===== config.mk =====
export PLATFORM = sky130hd
export DESIGN_NAME = noc_inject_arbiter
export DESIGN_NICKNAME = d
export VERILOG_FILES = /design/src/rtl/noc_inject_arbiter.sv
export SDC_FILE = /design/constraint.sdc
export NUM_CORES = 1
export LEC_CHECK = 0
export CORE_MARGIN = 2
export CORE_UTILIZATION = 43
export DETAILED_ROUTE_END_ITERATION = 8
export HOLD_SLACK_MARGIN = 0.03
export PLACE_DENSITY = 0.92
export SLEW_MARGIN = 20
export SYNTH_ARGS = -nofsm -noshare
export SYNTH_HDL_FRONTEND = slang
export SYNTH_SLANG_ARGS = --single-unit

===== constraint.sdc =====
create_clock -name noc_clk -period 6.6 [get_ports noc_clk]
set_input_delay 1.32 -clock noc_clk [delete_from_list [all_inputs] [get_ports noc_clk]]
set_output_delay 1.32 -clock noc_clk [all_outputs]
set_load 0.02 [all_outputs]

===== src/rtl/noc_inject_arbiter.sv =====
//------------------------------------------------------------------------------
// Module      : noc_inject_arbiter
// Description : Packet-locked round-robin arbiter feeding one router injection
//               port, with a single registered output stage.
// Revision    : 1.0 - initial release
//------------------------------------------------------------------------------
`default_nettype none

module noc_inject_arbiter #(
    parameter int NUM_REQ    = 4,
    parameter int DATA_WIDTH = 32,
    parameter int IDX_W      = 2,
    parameter int CNT_W      = 16
) (
    input  logic                          noc_clk,
    input  logic                          noc_rst_n,
    input  logic [NUM_REQ-1:0]            req_valid,
    output logic [NUM_REQ-1:0]            req_ready,
    input  logic [NUM_REQ*DATA_WIDTH-1:0] req_flit,
    input  logic [NUM_REQ-1:0]            req_is_header,
    input  logic [NUM_REQ-1:0]            req_is_tail,
    output logic                          out_valid,
    input  logic                          out_ready,
    output logic [DATA_WIDTH-1:0]         out_flit,
    output logic                          out_is_header,
    output logic                          out_is_tail,
    output logic                          busy,
    output logic [IDX_W-1:0]              owner,
    output logic [CNT_W-1:0]              pkt_count
);

    localparam logic [IDX_W:0]   c_num  = (IDX_W+1)'(NUM_REQ);
    localparam logic [IDX_W-1:0] c_last = IDX_W'(NUM_REQ-1);

    typedef enum logic [0:0] {
        ST_IDLE   = 1'b0,
        ST_LOCKED = 1'b1
    } state_t;

    state_t                 r_state;
    logic                   r_out_valid;
    logic [DATA_WIDTH-1:0]  r_out_flit;
    logic                   r_out_hdr;
    logic                   r_out_tail;
    logic                   r_busy;
    logic [IDX_W-1:0]       r_owner;
    logic [IDX_W-1:0]       r_rr_ptr;
    logic [CNT_W-1:0]       r_pkt_count;

    logic                   w_can_load;
    logic [NUM_REQ-1:0]     w_cand;
    logic                   w_found;
    logic [IDX_W-1:0]       w_winner;
    logic [IDX_W:0]         w_idx;
    logic [IDX_W-1:0]       w_sel;
    logic                   w_grant;
    logic                   w_sel_valid;
    logic [DATA_WIDTH-1:0]  w_sel_flit;
    logic                   w_sel_hdr;
    logic                   w_sel_tail;
    logic                   w_accept;

    assign w_can_load = !r_out_valid || out_ready;
    assign w_cand     = req_valid & req_is_header;

    // Scan upward from the round-robin pointer; the first header candidate wins.
    always_comb begin
        w_found  = 1'b0;
        w_winner = '0;
        w_idx    = '0;
        for (int k = 0; k < NUM_REQ; k++) begin
            w_idx = {1'b0, r_rr_ptr} + (IDX_W+1)'(k);
            if (w_idx >= c_num) begin
                w_idx = w_idx - c_num;
            end
            for (int i = 0; i < NUM_REQ; i++) begin
                if (!w_found && w_cand[i] && (w_idx == (IDX_W+1)'(i))) begin
                    w_found  = 1'b1;
                    w_winner = IDX_W'(i);
                end
            end
        end
    end

    assign w_sel   = (r_state == ST_IDLE) ? w_winner : r_owner;
    // Ready is held low during reset so nothing is accepted while the lock clears.
    assign w_grant = noc_rst_n && w_can_load && ((r_state == ST_LOCKED) || w_found);

    always_comb begin
        req_ready   = '0;
        w_sel_valid = 1'b0;
        w_sel_flit  = '0;
        w_sel_hdr   = 1'b0;
        w_sel_tail  = 1'b0;
        for (int i = 0; i < NUM_REQ; i++) begin
            if (w_sel == IDX_W'(i)) begin
                req_ready[i] = w_grant;
                w_sel_valid  = req_valid[i];
                w_sel_flit   = req_flit[i*DATA_WIDTH +: DATA_WIDTH];
                w_sel_hdr    = req_is_header[i];
                w_sel_tail   = req_is_tail[i];
            end
        end
    end

    assign w_accept = w_grant && w_sel_valid;

    always_ff @(posedge noc_clk or negedge noc_rst_n) begin
        if (!noc_rst_n) begin
            r_state     <= ST_IDLE;
            r_out_valid <= 1'b0;
            r_out_flit  <= '0;
            r_out_hdr   <= 1'b0;
            r_out_tail  <= 1'b0;
            r_busy      <= 1'b0;
            r_owner     <= '0;
            r_rr_ptr    <= '0;
            r_pkt_count <= '0;
        end else begin
            if (w_accept) begin
                r_out_valid <= 1'b1;
                r_out_flit  <= w_sel_flit;
                r_out_hdr   <= w_sel_hdr;
                r_out_tail  <= w_sel_tail;
            end else if (out_ready) begin
                r_out_valid <= 1'b0;
            end

            case (r_state)
                ST_IDLE: begin
                    if (w_accept) begin
                        r_owner  <= w_winner;
                        r_rr_ptr <= (w_winner == c_last) ? '0 : w_winner + 1'b1;
                        if (w_sel_tail) begin
                            r_pkt_count <= r_pkt_count + 1'b1;
                        end else begin
                            r_state <= ST_LOCKED;
                            r_busy  <= 1'b1;
                        end
                    end
                end
                ST_LOCKED: begin
                    if (w_accept && w_sel_tail) begin
                        r_state     <= ST_IDLE;
                        r_busy      <= 1'b0;
                        r_pkt_count <= r_pkt_count + 1'b1;
                    end
                end
                default: r_state <= ST_IDLE;
            endcase
        end
    end

    assign out_valid     = r_out_valid;
    assign out_flit      = r_out_flit;
    assign out_is_header = r_out_hdr;
    assign out_is_tail   = r_out_tail;
    assign busy          = r_busy;
    assign owner         = r_owner;
    assign pkt_count     = r_pkt_count;

endmodule

`default_nettype wire


After elaboration in Yosys (flattened, before gate mapping)
Cells that the tools add are included.
{ "totals": {"ff_bits": 57, "wordCells": 177, "in_bits": 143, "output_inout_bits": 58} }
{ "op_classes": {"n_reduce_logical": 62, "n_eq_ne": 20, "n_lt_le_gt_ge": 4, "add_sub_neg": 9, "n_mux": 71, "bitwise_logic": 2} }
{ "ops": {"columns": ["cell", "n"], "rows": [
  ["$mux 32", 4],
  ["$mux 16", 3],
  ["$mux 1", 41],
  ["$logic_and 1x1->1", 35],
  ["$mux 2", 16],
  ["$pmux 16 s2", 1],
  ["$eq 3x2->1 const B", 8],
  ["$add 16x1->16 const B", 1],
  ["$logic_not 1->1", 16],
  ["$eq 3x1->1 const B", 4],
  ["$logic_not 3->1", 4],
  ["$mux 3", 4],
  ["$ge 3x3->1 const B", 3],
  ["$sub 3x3->3 const B", 3],
  ["$add 2x2->3 const B", 2],
  ["$eq 2x2->1 const B", 3],
  ["$ne 2x2->1 const B", 3],
  ["$reduce_and 3->1", 2],
  ["$and 4x4->4", 1],
  ["$pmux 1 s2", 2],
  ["$add 2x1->3 const B", 1],
  ["$ge 2x3->1 const B", 1],
  ["$sub 2x3->3 const B", 1],
  ["$add 2x1->2 const B", 1],
  ["other kinds (7)", 8]
]} }

Longest topological paths before layout
Gate-level depths: netlist of the first run.
{ "depth": {"ltp_word": 75, "ltp_mapped": 10, "ltp_nobuf": 7} }

Worst setup path after synthesis of the first run
Ideal clock, no wire load.
{ "synth_timing": {"kind": "input -> output", "start": "input port req_valid[0]", "end": "output port req_ready[1]", "required_ps": 5280, "slack_ps": 2447, "path_stages": 7, "t_arrival_ps": 2833, "path_buffers": 2, "path_cell_list": "and3_4 > o22a_1 > o31ai_2 > buf_4 > buf_4 > nand2b_1 > nor2_1"} }
{ "synth_between": {"elab_chain_cells": 66, "elab_cells_between_ends": 83, "cone_classes": "eq/ne (1); mux (33); bitwise (1); reduce/logical (48)"} }
{ "synth_lines": {"columns": ["item", "line_no", "source"], "rows": [
  ["start, declared", "17", "input logic [NUM_REQ-1:0] req_valid,"],
  ["$and 4x4->4 (*)", "64", "assign w_cand = req_valid & req_is_header;"],
  ["$logic_and 1x1->1", "77", "if (!w_found && w_cand[i] && (w_idx == (IDX_W+1)'(i))) begin"],
  ["$mux 1", "77", null],
  ["$logic_not 1->1", "77", null],
  ["$logic_and 1x1->1 (2 in series)", "77", null],
  ["$mux 1", "77", null],
  ["$logic_not 1->1", "77", null],
  ["$logic_and 1x1->1 (2 in series)", "77", null],
  ["[... 46 more ...]", null, null],
  ["$logic_and 1x1->1 (2 in series)", "77", null],
  ["$mux 1", "77", null],
  ["$logic_not 1->1", "77", null],
  ["$logic_and 1x1->1 (2 in series)", "77", null],
  ["$mux 2 or $mux 1 (tied branches)", "77", null],
  ["$mux 2 or $logic_or 1x1->1 (tied branches)", "85, 87", null],
  ["$eq 2x1->1 or $logic_and 1x1->1 (tied branches)", "96, 87", null],
  ["$mux 1 (*)", "96", "if (w_sel == IDX_W'(i)) begin"],
  ["end, declared", "18", "output logic [NUM_REQ-1:0] req_ready,"]
]} }
Every way passes the cells marked *; elsewhere a longest branch is shown, timed or not.

Worst setup path in the final report of the first run
{ "layout_timing": {"start": "input port req_valid[0]", "end": "output port req_ready[0]"} }
{ "layout_between": {"elab_chain_cells": 66, "elab_cells_between_ends": 83, "cone_classes": "mux (33); bitwise (1); reduce/logical (49)"} }
{ "layout_lines": {"columns": ["item", "line_no"], "rows": [
  ["$and 4x4->4 (*)", "64"],
  ["$logic_and 1x1->1", "77"],
  ["$mux 1", "77"],
  ["$logic_not 1->1", "77"],
  ["$logic_and 1x1->1 (2 in series)", "77"],
  ["$mux 1", "77"],
  ["$logic_not 1->1", "77"],
  ["$logic_and 1x1->1 (2 in series)", "77"],
  ["[... 46 more ...]", null],
  ["$logic_and 1x1->1 (2 in series)", "77"],
  ["$mux 1", "77"],
  ["$logic_not 1->1", "77"],
  ["$logic_and 1x1->1 (2 in series)", "77"],
  ["$mux 2 or $mux 1 (tied branches)", "77"],
  ["$mux 2 or $logic_or 1x1->1 (tied branches)", "85, 87"],
  ["$logic_not 2->1 or $logic_and 1x1->1 (tied branches)", "96, 87"],
  ["$mux 1 (*)", "96"]
]} }
Marked as above.

==> results of run 1 <==
## sequential cells by signal, indices dropped and copies added (netlist names)
name,cells
r_state,1
owner,2
r_rr_ptr,2
out_is_header,1
out_flit,32
out_valid,1
pkt_count,16
busy,1
out_is_tail,1
## routing by layer
| layer | vias up | wire (um) |
|---|---|---|
| met5 | - | 0 |
| met4 | 0 | 349 |
| met3 | 26 | 858 |
| met2 | 149 | 6100 |
| met1 | 1635 | 4650 |
| li1 | 1450 | - |
## cell usage in the layout (no fill, tap or decap), types with 2 or more instances in the layout
| cell | n |
|---|---|
| nand2b_1 | 2 |
| o21ai_0 | 6 |
| a311oi_2 | 2 |
| a21oi_1 | 2 |
| nor3b_2 | 2 |
| clkbuf_1 | 2 |
| nor3_2 | 7 |
| nand2_1 | 16 |
| inv_1 | 2 |
| a211oi_1 | 2 |
| mux4_2 | 33 |
| nor2_1 | 8 |
| nand3b_1 | 2 |
| nand4_1 | 5 |
| clkbuf_8 | 10 |
| and3_1 | 6 |
| mux2i_1 | 5 |
| mux2_4 | 27 |
| nor3_1 | 3 |
| o21ai_1 | 2 |
| bufinv_16 | 2 |
| buf_4 | 3 |
| mux2_1 | 7 |
| and4_1 | 3 |
| mux2_2 | 3 |
| nor2b_1 | 3 |
| clkdlybuf4s50_1 | 199 |
| dfrtp_1 | 57 |
| nand3_1 | 10 |
| xnor2_1 | 6 |
| a21o_1 | 2 |
| xor2_1 | 10 |
## path summary, 6_finish.rpt
kind	startpoint	to	cells after the start	slack (ns)
setup / recovery	req_valid[0]	req_ready[0]	7	1.31
hold / removal	pkt_count[15]	pkt_count[15]	1	0.47
setup reg to reg	r_rr_ptr[1]	out_flit[29]	8	3.28
hold reg to reg	pkt_count[15]	pkt_count[15]	1	0.47
max in group asynchronous	noc_rst_n	out_valid	2	4.90
min in group asynchronous	noc_rst_n	out_flit[22]	2	1.22
## layout make-up
class	instances	area [um2]	area share (%)
Multi-Input combinational cell	195	2190	36.5
Timing Repair Buffer	204	2040	33.9
Sequential cell	57	1430	23.7
Clock buffer	12	145	2.42
Tap cell	105	131	2.19
Clock inverter	3	65.1	1.08
Inverter	2	7.51	0.125
Antenna cell	1	2.50	0.0416
## stage by stage
step / instance area (um2) / total power [mW] / util [%] / instances
floorplan: 3730 / 1.51 / - / 271
global placement: 5800 / 1.96 / 69.8 / 563
detailed placement: 5800 / 1.99 / 69.8 / 563
CTS: 6010 / 2.35 / 72.4 / 578
global route: 6010 / 2.46 / 72.4 / 578
finish: 6010 / 2.34 / 72.4 / 579
## worst max-delay path, delay by kind of cell
family                 cells  cell delay [ns]
AO/OA/AOI/OAI              2             0.53
buffers and inverters      3             1.69
AND/OR/NAND/NOR            2             0.41
## cells by family (layout without fill, tap and decap cells)
| group | after synthesis | in the layout | synth area share (%) |
|---|---|---|---|
| other | 0 | 1 | 0 |
| adder cells (fa/ha/maj) | 1 | 1 | 0.335 |
| buffers and inverters | 19 | 221 | 3.52 |
| XOR/XNOR | 16 | 16 | 3.76 |
| flip-flops | 57 | 57 | 38.2 |
| AND/OR/NAND/NOR | 74 | 74 | 12.1 |
| multiplexers | 75 | 75 | 35.1 |
| AO/OA/AOI/OAI | 29 | 29 | 6.94 |
## power groups by stage
| stage | Sequential, mW | Combinational [mW] | Clock [mW] |
|---|---|---|---|
| final | 0.609 | 1.38 | 0.351 |
| after global routing | 0.629 | 1.46 | 0.374 |
| after CTS | 0.607 | 1.39 | 0.360 |
| after detailed placement | 0.612 | 1.38 | 0 |
| after global placement | 0.600 | 1.36 | 0 |
| after floorplan | 0.745 | 0.760 | 0 |
==> run_results.csv, run 1 <==
group,metric,value,unit
clock_network,cts_tree,"built",
power_and_ir_drop,power.switching_fraction,36.9,%
grt,antenna_found_initial,1,
placement,place.detailed.hpwl,9340,um
floorplanning,top_level_ports,201,
min_path,worst_hold_path_type,"register to register",
placement,place_ws,1.30,ns
logic_synthesis,number_of_standard_cells_after_synthesis,271,
grt,first_global_vias,3453,
grt,global_route.peak_usage_layer,"met2",
drt,avgViaCountPerCell,5.63,
timing,worst_pin_slew,0.762,ns
power_and_ir_drop,static-leakage-power,2.45,nW
clock_network,post_cts_resize_count,0,
timing,finalMaxSlewViolations,0,
logic_synthesis,yosysSeqAreaShare,38.2,%
timing,fin_hold_ws,0.473,ns
timing,finalHoldViolCount,0,
logic_synthesis,yosys.cell_types.count,50,
logic_synthesis,yosys_warnings,0,
clock_network,clock_tree.buffer_depth,2,
clock_network,h-tree-depth,3,
grt,grtUsageMet1,30.9,%
placement,port_buffer_count,200,
timing,clock-skew-final,0.00733,ns
final_layout,area_delta_synth_final,61.0,%
critical_path,worst_ep_required_time,5.28,ns
logic_synthesis,yosys.area.top_type_share,38.2,%
floorplanning,std_cell_rows,33,
logic_synthesis,most_used_dff_post_synth,"dfrtp_1",
final_layout,final_net_count,613,
drt,route.detailed.wl_per_inst,20.7,um
critical_path,crit_slowest_cell,"clkdlybuf4s50_1",
timing,post-route-period-util,80.2,%
logic_synthesis,postSynthNetCount,415,
logic_synthesis,dominant_cell_by_count_in_the_synthesized_netlist,"dfrtp_1",
timing,worst_slack,1.31,ns
clock_network,postCtsSetupRepairBufs,0,
clock_network,clk_latency,0.33,ns
clock_network,clock_sinks,57,
drt,dr.pass1.iters,4,
critical_path,endpoint_kind,"output port",
power_and_ir_drop,power.share.combinational,58.9,%
floorplanning,fp.dieH,97.2,um
final_layout,fill_cells,567,
logic_synthesis,avgSynthCellArea,13.8,um2
critical_path,startpoint_type_of_the_worst_setup_path,"input pin",
logic_synthesis,synth_async_sr_flop_share,100,%
clock_network,cts_root_buffer,"clkbuf_8",
drt,detail_route.drc_violations,0,
drt,drt_iter0_drc,135,
critical_path,crit_path_cell_trace,"clkdlybuf4s50_1, and3_4, o22a_1, o31ai_4, buf_4, nor3_1, clkdlybuf4s50_1",
critical_path,slowest_delay,0.59,ns
logic_synthesis,ys_ff_latch,57,
timing,totalNegativeSetupSlack,0,ns
timing,fin_crit,5.29,ns
power_and_ir_drop,cellPowerDensity,389,nW/um2
status,status,"finished clean",
clock_network,tritoncts.num_buffers,9,
logic_synthesis,post_synth_main_area_contributors,"dfrtp_1, mux4_2, mux2_4",
grt,grt.overflow.total,0,
final_layout,final_layout_size_suffix_gt1_share,21.4,%
logic_synthesis,synth_common_cells,"dfrtp_1, mux4_2, mux2_4",
floorplanning,die_w,97.2,um
timing,setup_viol,0,
grt,grt_pass1_wl,18700,um
power_and_ir_drop,power_frac_clock,15.0,%
grt,maximum_number_of_pins_on_one_net_before_global_route_repair,58,
drt,antenna_violating_nets_post_route,0,
grt,gr-usage-all-layers,25.3,%
power_and_ir_drop,power_report.internal_total,1.47,mW
drt,drt_wl_total,12000,um
clock_network,cts_hold_buf,0,
critical_path,critPathMostFrequentCell,"clkdlybuf4s50_1",
power_and_ir_drop,power.net_switching,862,uW
timing,setup_repair_after_global_routing_missed_its_margin,"no",
grt,grt_util_met2,43.8,%
logic_synthesis,synth_edf_count,0,
critical_path,timing.critical_path.fanout_max,37,
power_and_ir_drop,peakVddDrop,0.248,mV
critical_path,worst-setup-path-type,"input pin to output port",
power_and_ir_drop,power.share.sequential,26.1,%
grt,met3_use_gr,5.61,%
job,max-cap-violations,0,
clock_network,clkTransAtPathRegs,0.06,ns
logic_synthesis,syn-cell-area,3730,um2
timing,achievable-frequency,189,MHz
timing,max_slew_margin,49.1,%
floorplanning,die_area,9440,um2
logic_synthesis,synth.largest_area_cell,"dfrtp_1",
drt,vias,3260,
floorplanning,initial_core_util,45.0,%
floorplanning,coreArea,8300,um2
critical_path,worstPathArrival,3.97,ns
placement,gpl.final_weighted_congestion,0.874,
Power figures use the tool's default switching activity.
==> inputs of run 2 (changes only) <==
Settings changed: CORE_UTILIZATION 43 to 36, PLACE_DENSITY 0.92 to 0.83.
Clock period 6.6 ns to 4.53 ns, I/O delays scaled along.
==> run_results.csv, run 2 (synthesis results as in run 1) <==
group,metric,value,unit
status,status,"finished clean",
power_and_ir_drop,static-leakage-power,2.47,nW
critical_path,worstPathArrival,3.26,ns
grt,grtUsageMet1,27.6,%
timing,fin_hold_ws,0.483,ns
critical_path,slowest_delay,0.63,ns
drt,drt_wl_total,11900,um
power_and_ir_drop,peakVddDrop,0.273,mV
timing,setup_viol,0,
critical_path,critPathMostFrequentCell,"clkdlybuf4s50_1",
critical_path,crit_slowest_cell,"clkdlybuf4s50_1",
timing,achievable-frequency,240,MHz
placement,post_dp_cell_area,5840,um2
clock_network,clock_sinks,57,
floorplanning,fp.dieH,106,um
final_layout,layout_common_cells,"clkdlybuf4s50_1, dfrtp_1, mux4_2",
drt,detail_route.drc_violations,0,
floorplanning,top_level_ports,201,
clock_network,clock_tree.buffer_depth,2,
floorplanning,die_w,106,um
grt,antenna_found_initial,0,
final_layout,post-route-util,59.8,%
clock_network,tritoncts.num_buffers,9,
timing,post-route-period-util,91.9,%
critical_path,crit_path_cell_trace,"clkdlybuf4s50_1, nand4bb_1, and3_1, a22o_2, nor3_1, clkdlybuf4s50_1",
timing,worst_pin_slew,0.750,ns
critical_path,endpoint_kind,"output port",
clock_network,cts_tree,"built",
grt,maximum_number_of_pins_on_one_net_before_global_route_repair,58,
grt,gr-usage-all-layers,21.7,%
clock_network,h-tree-depth,3,
grt,grt_util_met2,37.2,%
drt,drt_iter0_drc,163,
power_and_ir_drop,cellPowerDensity,573,nW/um2
clock_network,cts_hold_buf,0,
critical_path,worst_ep_required_time,3.62,ns
timing,setup_repair_after_global_routing_missed_its_margin,"no",
grt,global_route.peak_usage_layer,"met2",
grt,grt_pass1_wl,18800,um
timing,clock-skew-final,0.0121,ns
grt,met3_use_gr,4.39,%
clock_network,postCtsSetupRepairBufs,0,
clock_network,post_cts_resize_count,0,
critical_path,critPathBufInv,2,
final_layout,final_design_area_no_fill,6090,um2
min_path,worst_hold_path_type,"register to register",
clock_network,cts_root_buffer,"clkbuf_8",
drt,vias,3206,
floorplanning,std_cell_rows,37,
grt,first_global_vias,3420,
timing,totalNegativeSetupSlack,0,ns
final_layout,largest_register_ffs,32,
critical_path,worst-setup-path-type,"input pin to output port",
placement,port_buffer_count,200,
final_layout,final_net_count,616,
floorplanning,coreArea,10200,um2
drt,avgViaCountPerCell,5.23,
critical_path,critical-path-top-delay-family,"buffers and inverters",
drt,dr.pass1.iters,4,
placement,place.detailed.hpwl,9170,um
timing,fin_crit,4.16,ns
final_layout,area_delta_synth_final,63.2,%
clock_network,clkTransAtPathRegs,0.07,ns
final_layout,n_antenna_cell,0,
critical_path,timing.critical_path.fanout_max,17,
drt,antenna_violating_nets_post_route,0,
placement,gpl.final_weighted_congestion,0.949,
job,max-cap-violations,0,
floorplanning,initial_core_util,36.6,%
final_layout,most_common_library_cell_in_the_layout_ignoring_fill_and_taps,"clkdlybuf4s50_1",
timing,finalMaxSlewViolations,0,
floorplanning,die_area,11200,um2
clock_network,clk_latency,0.33,ns
drt,route.detailed.wl_per_inst,19.4,um
final_layout,final_layout_size_suffix_gt1_share,22.2,%
grt,grt.overflow.total,0,
critical_path,startpoint_type_of_the_worst_setup_path,"input pin",
timing,max_slew_margin,50.0,%
final_layout,fill_cells,826,
timing,finalHoldViolCount,0,
## run 2: cell count changes in the layout (fill, tap and decap cells not counted)
cell / previous run / this run
buf_12: 1 / 0
buf_4: 3 / 7
bufinv_16: 2 / 3
clkbuf_1: 2 / 1
clkinvlp_4: 0 / 1
diode_2: 1 / 0
## run 2: worst paths after layout
kind,start,end,slack (ns),cells after the start
worst max-delay path,req_valid[0],req_ready[0],0.37,6
worst max register to register,r_state,pkt_count[1],1.41,7
min in group asynchronous,noc_rst_n,pkt_count[3],0.78,2
worst min register to register,pkt_count[15],pkt_count[15],0.48,1
max in group asynchronous,noc_rst_n,out_flit[28],3.24,2
worst min-delay path,pkt_count[15],pkt_count[15],0.48,1
## run 2: worst register-to-register path, stage by stage (launching register included)
cell	delay [ns]
dfrtp_1	0.71
inv_1	0.26
and3_1	0.24
a22o_2	0.39
a211oi_1	0.30
o311a_1	0.59
nor2_1	0.17
mux2_1	0.35
## run 2: area by class of cell
cell class,count,area (um2),share of cell area [%]
clock buffer,11,141,2.32
clock inverter,5,103,1.69
inverter,2,7.51,0.123
multi-input combinational,195,2190,36.0
sequential,57,1430,23.4
tap,136,170,2.79
timing repair buffer,207,2050,33.7
## run 2: stage by stage
| step | instances | power [mW] | setup WS (ns) |
|---|---|---|---|
| 2_1_floorplan | 271 | 2.19 | 1.21 |
| 3_3_place_gp | 597 | 2.87 | 0.459 |
| 3_5_place_dp | 597 | 2.91 | 0.407 |
| 4_1_cts | 613 | 3.52 | 0.410 |
| 5_1_grt | 613 | 3.68 | 0.271 |
| 6_report | 613 | 3.49 | 0.367 |
## run 2: layer usage
metal	share of wire, %	vias to the layer above
met1	41	1571
met5	0	-
met4	2.1	0
met3	7.0	23
met2	50	160
li1	-	1452
## run 2: where the power goes
part           switching, mW  internal [mW]  leakage (nW)  total (mW)
registers              0.164          0.719         0.700       0.884
clock network          0.213          0.380         0.120       0.593
logic                  0.899           1.11          1.65        2.01
total                   1.28           2.21          2.47        3.49
